==> src/rtl/mpu_sched_pkg.sv <==
// Shared types and constants for the MPU read scheduler: FSM states, frame
// geometry and the word-extraction helper used on the captured burst.
package mpu_sched_pkg;

  typedef enum logic [2:0] {
    S_IDLE,
    S_INIT_REQ,
    S_INIT_WAIT,
    S_READY,
    S_READ_REQ,
    S_COLLECT,
    S_PUBLISH,
    S_ERROR
  } state_e;

  localparam int FRAME_BYTES = 14;
  localparam int FRAME_BITS  = FRAME_BYTES * 8;
  localparam int MISSED_W    = 8;

  localparam int OFF_ACCEL_X = 0;
  localparam int OFF_ACCEL_Y = 2;
  localparam int OFF_ACCEL_Z = 4;
  localparam int OFF_TEMP    = 6;
  localparam int OFF_GYRO_X  = 8;
  localparam int OFF_GYRO_Y  = 10;
  localparam int OFF_GYRO_Z  = 12;

  typedef logic [FRAME_BITS-1:0] frame_t;

  // Byte 0 of the burst sits in the MSBs, so offsets count down from the top.
  function automatic logic [15:0] word_at(input frame_t f, input int off);
    return f[FRAME_BITS-1-8*off -: 16];
  endfunction

endpackage

==> src/rtl/sample_tick_gen.sv <==
// Free-running period counter: one-cycle tick every P enabled cycles after a load.
// Tick is combinational from the counter register; load takes priority over enable.
module sample_tick_gen #(
  parameter int P = 50_000
) (
  input  logic clk,
  input  logic rst,
  input  logic load,
  input  logic en,
  output logic tick
);

  localparam int CW = $clog2(P);
  localparam logic [CW-1:0] RELOAD = CW'(P - 1);

  logic [CW-1:0] cnt_q, cnt_d;

  always_comb begin
    cnt_d = cnt_q;
    if (load) begin
      cnt_d = RELOAD;
    end else if (en) begin
      cnt_d = (cnt_q == '0) ? RELOAD : cnt_q - CW'(1);
    end
  end

  always_ff @(posedge clk or posedge rst) begin
    if (rst) cnt_q <= RELOAD;
    else     cnt_q <= cnt_d;
  end

  assign tick = en && (cnt_q == '0);

endmodule

==> src/rtl/mpu_read_scheduler.sv <==
// Drives MPU init and periodic 14-byte burst reads through the I2C master,
// assembles seven big-endian words and publishes them with a one-cycle strobe.
module mpu_read_scheduler
  import mpu_sched_pkg::*;
#(
  parameter int CLK_HZ      = 50_000_000,
  parameter int SAMPLE_HZ   = 1000,
  parameter int TIMEOUT_CYC = 200_000
) (
  input  logic                clk,
  input  logic                rst,
  input  logic                enable,
  output logic                iic_en_start,
  input  logic                iic_init_done,
  output logic                iic_read_now,
  input  logic                iic_data_avalid,
  input  logic [7:0]          iic_data,
  output logic signed [15:0]  accel_x,
  output logic signed [15:0]  accel_y,
  output logic signed [15:0]  accel_z,
  output logic signed [15:0]  temp,
  output logic signed [15:0]  gyro_x,
  output logic signed [15:0]  gyro_y,
  output logic signed [15:0]  gyro_z,
  output logic                sample_valid,
  output logic                busy,
  output logic                err_timeout,
  output logic [MISSED_W-1:0] missed_ticks
);

  localparam int P    = CLK_HZ / SAMPLE_HZ;
  localparam int TO_W = $clog2(TIMEOUT_CYC + 1);
  localparam int BC_W = $clog2(FRAME_BYTES + 1);
  localparam logic [TO_W-1:0] TO_LAST = TO_W'(TIMEOUT_CYC - 1);
  localparam logic [BC_W-1:0] BC_LAST = BC_W'(FRAME_BYTES - 1);

  state_e              state_q, state_d;
  logic [BC_W-1:0]     byte_cnt_q, byte_cnt_d;
  logic [TO_W-1:0]     to_cnt_q, to_cnt_d;
  logic [MISSED_W-1:0] missed_q, missed_d;
  frame_t              shift_q, shift_d, sample_q, sample_d;
  logic                en_start_q, en_start_d, read_now_q, read_now_d;
  logic                valid_q, valid_d, busy_q, busy_d, err_q, err_d;
  logic                tick, tick_load, tick_en, timed_out, last_byte;

  assign timed_out = (to_cnt_q == TO_LAST);
  assign last_byte = iic_data_avalid && (byte_cnt_q == BC_LAST);
  assign tick_en   = state_q inside {S_READY, S_READ_REQ, S_COLLECT, S_PUBLISH};
  assign tick_load = (state_q == S_INIT_WAIT) && iic_init_done;

  sample_tick_gen #(.P(P)) u_tick (
    .clk  (clk),
    .rst  (rst),
    .load (tick_load),
    .en   (tick_en),
    .tick (tick)
  );

  always_ff @(posedge clk or posedge rst) begin
    if (rst) state_q <= S_IDLE;
    else     state_q <= state_d;
  end

  // Completion beats timeout when both land in the same cycle.
  always_comb begin
    state_d = state_q;
    unique case (state_q)
      S_IDLE:      if (enable) state_d = S_INIT_REQ;
      S_INIT_REQ:  state_d = S_INIT_WAIT;
      S_INIT_WAIT: if (iic_init_done) state_d = S_READY;
                   else if (timed_out) state_d = S_ERROR;
      S_READY:     if (!enable) state_d = S_IDLE;
                   else if (tick) state_d = S_READ_REQ;
      S_READ_REQ:  state_d = S_COLLECT;
      S_COLLECT:   if (last_byte) state_d = S_PUBLISH;
                   else if (timed_out) state_d = S_ERROR;
      S_PUBLISH:   state_d = enable ? S_READY : S_IDLE;
      S_ERROR:     if (!enable) state_d = S_IDLE;
      default:     state_d = S_IDLE;
    endcase
  end

  // Outputs are registered against the next state so they line up with state_q.
  always_comb begin
    en_start_d = (state_d == S_INIT_REQ);
    read_now_d = (state_d == S_READ_REQ);
    valid_d    = (state_d == S_PUBLISH);
    busy_d     = !(state_d inside {S_IDLE, S_ERROR});
    err_d      = (state_d == S_ERROR);
    sample_d   = sample_q;
    if (state_q == S_COLLECT && state_d == S_PUBLISH) begin
      sample_d = {shift_q[FRAME_BITS-9:0], iic_data};
    end
  end

  always_comb begin
    byte_cnt_d = byte_cnt_q;
    shift_d    = shift_q;
    to_cnt_d   = to_cnt_q;
    missed_d   = missed_q;
    if (state_q == S_READ_REQ) byte_cnt_d = '0;
    if (state_q == S_COLLECT && iic_data_avalid) begin
      byte_cnt_d = byte_cnt_q + BC_W'(1);
      shift_d    = {shift_q[FRAME_BITS-9:0], iic_data};
    end
    if (state_d != state_q) to_cnt_d = '0;
    else if (state_q inside {S_INIT_WAIT, S_COLLECT}) to_cnt_d = to_cnt_q + TO_W'(1);
    if (tick && state_q inside {S_READ_REQ, S_COLLECT, S_PUBLISH} && missed_q != '1) begin
      missed_d = missed_q + MISSED_W'(1);
    end
  end

  always_ff @(posedge clk or posedge rst) begin
    if (rst) begin
      byte_cnt_q <= '0;
      shift_q    <= '0;
      sample_q   <= '0;
      to_cnt_q   <= '0;
      missed_q   <= '0;
      en_start_q <= 1'b0;
      read_now_q <= 1'b0;
      valid_q    <= 1'b0;
      busy_q     <= 1'b0;
      err_q      <= 1'b0;
    end else begin
      byte_cnt_q <= byte_cnt_d;
      shift_q    <= shift_d;
      sample_q   <= sample_d;
      to_cnt_q   <= to_cnt_d;
      missed_q   <= missed_d;
      en_start_q <= en_start_d;
      read_now_q <= read_now_d;
      valid_q    <= valid_d;
      busy_q     <= busy_d;
      err_q      <= err_d;
    end
  end

  assign iic_en_start = en_start_q;
  assign iic_read_now = read_now_q;
  assign sample_valid = valid_q;
  assign busy         = busy_q;
  assign err_timeout  = err_q;
  assign missed_ticks = missed_q;
  assign accel_x      = word_at(sample_q, OFF_ACCEL_X);
  assign accel_y      = word_at(sample_q, OFF_ACCEL_Y);
  assign accel_z      = word_at(sample_q, OFF_ACCEL_Z);
  assign temp         = word_at(sample_q, OFF_TEMP);
  assign gyro_x       = word_at(sample_q, OFF_GYRO_X);
  assign gyro_y       = word_at(sample_q, OFF_GYRO_Y);
  assign gyro_z       = word_at(sample_q, OFF_GYRO_Z);

endmodule

==> config.mk <==
export PLATFORM = sky130hd
export DESIGN_NAME = mpu_read_scheduler
export DESIGN_NICKNAME = d
export VERILOG_FILES = /design/src/rtl/mpu_sched_pkg.sv /design/src/rtl/sample_tick_gen.sv /design/src/rtl/mpu_read_scheduler.sv
export SDC_FILE = /design/constraint.sdc
export NUM_CORES = 1
export LEC_CHECK = 0
export BUFFER_PORTS_ARGS = -buffer_cell sky130_fd_sc_hd__buf_4
export CORE_UTILIZATION = 50
export DETAILED_ROUTE_END_ITERATION = 7
export PLACE_DENSITY_LB_ADDON = 0.25
export SETUP_SLACK_MARGIN = 0.02
export SLEW_MARGIN = 15
export SYNTH_ARGS = -nofsm -noshare
export SYNTH_HDL_FRONTEND = slang
export SYNTH_HIERARCHICAL = 1
export SYNTH_SLANG_ARGS = --single-unit
==> constraint.sdc <==
create_clock -name clk -period 22.2 [get_ports clk]
set_input_delay 1.11 -clock clk [delete_from_list [all_inputs] [get_ports clk]]
set_output_delay 1.11 -clock clk [all_outputs]
set_load 0.03 [all_outputs]
==> flow_metrics.tcl, run 1 <==
set metrics [dict create \
    p_total_mw 1.71 \
    yosysTopAreaCellShare_pct 57.5 \
    async_flop_share_pct 100 \
    drv_cap 0 \
    synth_area_sq_mm 0.0114 \
    yosysUniqueCellTypes 60 \
    powerDensity_mw_per_mm2 126 \
    n_antenna_cell 0 \
    holdWs_ns 0.500 \
    place_inst 1158 \
    final_antenna_net_count 0 \
    syn_avg_cell_area_sq_um 14.8 \
    fillers 1661 \
    track_usage_pct 18.0 \
    grt_setup_unrepaired "no" \
    hold_class "reg2reg" \
    portBuffers 137 \
    min_to "sample_q[109]$_DFFE_PP0P_" \
    setup_viol 0 \
    ys_ff_latch 270 \
    place_hpwl_um 13300 \
    first_iter_violations 292 \
    critPathLaunchType "register" \
    tns_ns 0 \
    mostFrequentLayoutCell "dfrtp_1" \
    reg2reg_setup_slack_ns 17.96 \
    synth_edf_count 0 \
    totalWireLength_um 20500 \
    slew_headroom_pct 22.6 \
    ys.flop_type "dfrtp_1" \
    grt_max_degree 117 \
    skew_ns 0.0147 \
    worst_slew_pin_slew_ns 1.16 \
    final_cell_mix "dfrtp_1 (261), mux2_2 (149), buf_4 (143)" \
    cts_tree "built" \
    postCtsSetupRepairBufs 0 \
    cts_num_sinks 270 \
    worstPathMaxFanout 65 \
    antenna_found_initial 0 \
    cp.required_ns 22.63 \
    crit_start "to_cnt_q[13]$_DFFE_PP0P_" \
    clk_pin_slew_ns 0.06 \
    arrival_ns 4.67 \
    finalHoldViolCount 0 \
    initial_core_util_pct 51.6 \
    cts.repair.resized 0 \
    dieHeight_um 153 \
    synth_area_leaders "dfrtp_1 (57%), mux2_2 (15%), mux2_4 (9.1%)" \
    wl_per_cell_um 17.0 \
    min_period_ns 4.24 \
    p_leak_nw 6.82 \
    syn_to_final_growth_pct 19.3 \
    syn_nets 787 \
    critPathKind "reg2reg" \
    worstHoldPathCells 1 \
    core_area_sq_mm 0.0220 \
    end_kind "register" \
    clkLatencyLatePin_ns 0.54 \
    finalCritPeriodShare_pct 19.1 \
    gr-total-overflow 0 \
    cts_buffers 28 \
    status "complete, no violations" \
    drc 0 \
    ctsHoldBuffers 0 \
    htreeDepth 1 \
    yosysSeqAreaShare_pct 59.6 \
    clk_path_buf_depth 3 \
    drt-pass1-iter-count 6 \
    fin_cells 1207 \
    dieArea_sq_mm 0.0233 \
    peakVddDrop_uv 85.9 \
    die_x_um 153 \
    syn-instance-count 768 \
    ioPinCount 138 \
    clk_root_buffer_cell "clkbuf_16" \
    grt_pass1_wl_um 34500 \
    rr_startpoint "to_cnt_q[13]$_DFFE_PP0P_" \
    yosysTopAreaCell "dfrtp_1" \
    nNetsFinal 927 \
    placementRows 54 \
    yosys_warnings 6 \
    drive_above_1_share_pct 46.8 \
    reg2regPathDepth 7 \
    routed-via-count 6412 \
    drv_slew 0 \
    min-delay-start "shift_q[101]$_DFFE_PP0P_" \
    viasPerCell 5.31 \
    r2r-end "sample_q[53]$_DFFE_PP0P_" \
    grt_pass1_vias 6420 \
    fmax_ghz 0.236 \
    gp_congestion 0.789 \
]
## per-stage QoR
step	setup WS (ns)	cell area, sq um	util [%]
after floorplan	14.11	11400	-
after global placement	17.98	12500	56.9
after detailed placement	17.94	12500	56.9
after CTS	17.93	13500	61.5
after global routing	17.75	13500	61.5
final	17.96	13500	61.5
## power breakdown
part	switching, mW	total (mW)	internal (mW)	leakage [nW]
Combinational	0.240	0.459	0.219	2.80
Sequential	0.113	0.754	0.641	3.53
Clock	0.192	0.499	0.307	0.491
## cells by family after synthesis
kind of cell	synth area share, %
flip-flops	59.6
multiplexers	24.1
AND/OR/NAND/NOR	7.16
AO/OA/AOI/OAI	3.07
buffers and inverters	2.70
XOR/XNOR	2.78
adder cells (fa/ha/maj)	0.661
## sequential cells by signal (all words and copies together) (netlist names), 3 cells and up
| signal | count |
|---|---|
| u_tick/cnt_q | 16 |
| shift_q | 104 |
| sample_q | 112 |
| to_cnt_q | 18 |
| missed_ticks | 8 |
| byte_cnt_q | 4 |
| state_q | 3 |
## per-layer routing
| metal | global-route usage, % | up-vias | share of wire [%] |
|---|---|---|---|
| li1 | - | 3004 | - |
| met1 | 26.5 | 3236 | 48 |
| met2 | 27.1 | 142 | 44 |
| met3 | 4.41 | 30 | 6.1 |
| met4 | 3.94 | 0 | 1.5 |
| met5 | 0 | - | 0 |
## worst max-delay path, stage by stage, from the launching register on
cell and delay, ns:
dfrtp_1 0.43, or4b_1 0.54, or4_4 0.58, o2111a_1 0.31, o211ai_4 0.15, buf_4 0.89, buf_4 0.75, mux2_2 0.41
## synthesized netlist by cell type (3+ instances only)
| library cell | n |
|---|---|
| a21oi_1 | 9 |
| and2_1 | 6 |
| and3_1 | 3 |
| buf_1 | 6 |
| buf_12 | 7 |
| buf_4 | 4 |
| clkbuf_1 | 14 |
| dfrtp_1 | 261 |
| dfstp_2 | 9 |
| ha_1 | 6 |
| inv_1 | 11 |
| mux2_2 | 149 |
| mux2_4 | 69 |
| nand2_1 | 32 |
| nand2b_1 | 5 |
| nand3_1 | 16 |
| nand3b_1 | 3 |
| nand4_1 | 14 |
| nor2_1 | 33 |
| nor2b_1 | 6 |
| nor3_1 | 5 |
| nor4_1 | 3 |
| o211ai_1 | 3 |
| o21a_1 | 3 |
| o21ai_0 | 8 |
| o31ai_1 | 5 |
| or2_2 | 3 |
| or4_1 | 3 |
| xnor2_1 | 9 |
| xor2_1 | 27 |
## worst max path at each step
stage	end	cells past startpoint
floorplan	busy$_DFF_PP0_	1
global placement	sample_q[29]$_DFFE_PP0P_	7
detailed placement	sample_q[36]$_DFFE_PP0P_	7
CTS	sample_q[36]$_DFFE_PP0P_	7
global route	sample_q[58]$_DFFE_PP0P_	7
finish	sample_q[53]$_DFFE_PP0P_	7
## area by class of cell
type	instances	area [sq um]	area share [%]
Clock buffer	36	781	5.76
Clock inverter	13	229	1.69
Inverter	11	48.8	0.360
Multi-Input combinational cell	454	4300	31.7
Sequential cell	270	6770	49.9
Tap cell	280	350	2.59
Timing Repair Buffer	143	1070	7.92
Note: power is estimated with default switching activity, not from simulation.
==> inputs of run 2 (changes only) <==
==> constraint.sdc (replaced) <==
create_clock -name clk -period 4.1 [get_ports clk]
set_input_delay 0.205 -clock clk [delete_from_list [all_inputs] [get_ports clk]]
set_output_delay 0.205 -clock clk [all_outputs]
set_load 0.03 [all_outputs]
==> run 2 against run 1 <==
Net effect:
- the flow now finishes with violations (DRC)
- clock power grew to 5.4 times the previous value
- wire length grew 0.31%
- total power increased to 5.4 times the previous value
- sequential share of layout area fell by 0.55 points
- clock skew is 0.0083 ns lower
- largest power group unchanged
==> flow_metrics.tcl, run 2 (synthesis gave the netlist of run 1 again) <==
set metrics [dict create \
    status "finished with violations" \
    violations "DRC" \
    grt_pass1_vias 6566 \
    intPower_mw 6.35 \
    multiInputGateArea_sq_mm 0.00430 \
    die_x_um 153 \
    antenna_found_initial 0 \
    fmax_ghz 0.328 \
    switching_share_pct 31.6 \
    cts.repair.resized 0 \
    ioPinCount 138 \
    final_cell_mix "dfrtp_1 (261), mux2_2 (149), buf_4 (145)" \
    totalWireLength_um 20600 \
    regMostFlops "sample_q" \
    mostFrequentLayoutCell "dfrtp_1" \
    end_kind "register" \
    critPathLaunchType "register" \
    power_frac_seq_pct 44.1 \
    critPathKind "reg2reg" \
    grt_pass1_wl_um 34700 \
    worstPathMaxFanout 68 \
    largest_register_ffs 112 \
    drive_above_1_share_pct 46.8 \
    min_period_ns 3.05 \
    worst_slew_pin_slew_ns 0.812 \
    nNetsFinal 941 \
    p_leak_nw 6.90 \
    first_iter_violations 257 \
    cp.required_ns 4.51 \
    placementRows 54 \
    place_hpwl_um 13300 \
    initial_core_util_pct 51.6 \
    place_inst 1163 \
    p_total_mw 9.28 \
    reg.largest.list "sample_q: 112 flops, shift_q: 104 flops, to_cnt_q: 18 flops" \
    portBuffers 137 \
    cts_buffers 28 \
    drc 9 \
    tns_ns 0 \
    clk_path_buf_depth 3 \
    clkLatencyLatePin_ns 0.52 \
    fin_util_pct 62.2 \
    clk_root_buffer_cell "clkbuf_16" \
    final_antenna_net_count 0 \
    power_frac_clock_pct 29.0 \
    fin_cells 1223 \
    power.share.combinational_pct 27.0 \
    hold_class "in2reg" \
    htreeDepth 1 \
    n_antenna_cell 0 \
    detailed_place.area_sq_mm 0.0126 \
    syn_to_final_growth_pct 20.6 \
    slew_headroom_pct 45.9 \
    viasPerCell 5.22 \
    dieArea_sq_mm 0.0233 \
    fin_area_sq_mm 0.0137 \
    setup_viol 0 \
    wl_per_cell_um 16.8 \
    cts_tree "built" \
    peakVddDrop_uv 495 \
    powerDensity_mw_per_mm2 678 \
    track_usage_pct 18.1 \
    setup_ws_ns 1.05 \
    finalHoldViolCount 0 \
    holdWs_ns 0.0819 \
    clk_pin_slew_ns 0.06 \
    worstHoldPathCells 4 \
    core_area_sq_mm 0.0220 \
    fillers 1700 \
    skew_ns 0.00638 \
    drv_cap 0 \
    seqCellArea_sq_mm 0.00677 \
    routed-via-count 6386 \
    finalCritPeriodShare_pct 74.4 \
    cts_num_sinks 270 \
    gr-total-overflow 0 \
    dp_slack_ns 1.04 \
    drv_slew 0 \
    gp_congestion 0.786 \
    arrival_ns 3.46 \
    grt_setup_unrepaired "no" \
    dieHeight_um 153 \
    drt-pass1-iter-count 8 \
    grt_max_degree 141 \
    power_switching_mw 2.93 \
    reg2regPathDepth 6 \
]
-- run 2: cell types whose count changed in the layout (fill, tap and decap cells not counted) --
cell	previous run	this run
clkbuf_8	5	4
clkinv_2	3	8
clkinv_4	3	0
dlygate4sd3_1	0	9
buf_12	0	3
clkinv_16	1	0
inv_8	1	0
buf_4	143	145
clkbuf_16	28	29
inv_6	0	1
clkinvlp_4	1	2
-- run 2: timing repair --
item	in CTS	in global routing
buffers inserted	0	0
hold buffers	9	0
hold endpoints to repair	51	0
-- run 2: final cells by class --
type                            instances  area share [%]
Sequential cell                       270            49.4
Multi-Input combinational cell        454            31.4
Timing Repair Buffer                  157            9.04
Clock inverter                         15            1.51
Tap cell                              280            2.56
Inverter                               11           0.329
Clock buffer                           36            5.78
-- run 2: worst paths after layout --
check | from | end | slack, ns
max | to_cnt_q[13]$_DFFE_PP0P_ | sample_q[19]$_DFFE_PP0P_ | 1.05
min | iic_data_avalid | byte_cnt_q[1]$_DFFE_PP0P_ | 0.08
min in group asynchronous | rst | u_tick/cnt_q[10]$_DFFE_PP0P_ | 0.33
max reg2reg | to_cnt_q[13]$_DFFE_PP0P_ | sample_q[19]$_DFFE_PP0P_ | 1.05
min reg2reg | missed_ticks[7]$_DFFE_PP0P_ | missed_ticks[7]$_DFFE_PP0P_ | 0.50
max in group asynchronous | rst | state_q[1]$_DFF_PP0_ | 2.60
-- run 2: critical path, cell delays in order (launching register included) --
cell and delay [ns]:
dfrtp_1 0.43, or4b_1 0.53, or4_4 0.58, o2111a_1 0.32, o211ai_4 0.24, buf_12 0.39, mux2_2 0.40
-- run 2: power by group through the flow --
stage | Clock [mW] | Combinational [mW] | Sequential, mW
4_1_cts | 2.76 | 2.54 | 4.10
3_3_place_gp | 0 | 2.47 | 4.12
2_1_floorplan | 0 | 1.11 | 4.57
6_report | 2.69 | 2.50 | 4.09
5_1_grt | 2.88 | 2.67 | 4.21
3_5_place_dp | 0 | 2.52 | 4.14
-- run 2: layer usage --
| metal | global-route usage (%) | wire length [um] | vias to the layer above |
|---|---|---|---|
| met5 | 0 | 0 | - |
| met4 | 4.14 | 308 | 0 |
| met3 | 4.61 | 1260 | 28 |
| met2 | 29.1 | 9580 | 129 |
| met1 | 24.9 | 9440 | 3200 |
| li1 | - | - | 3029 |
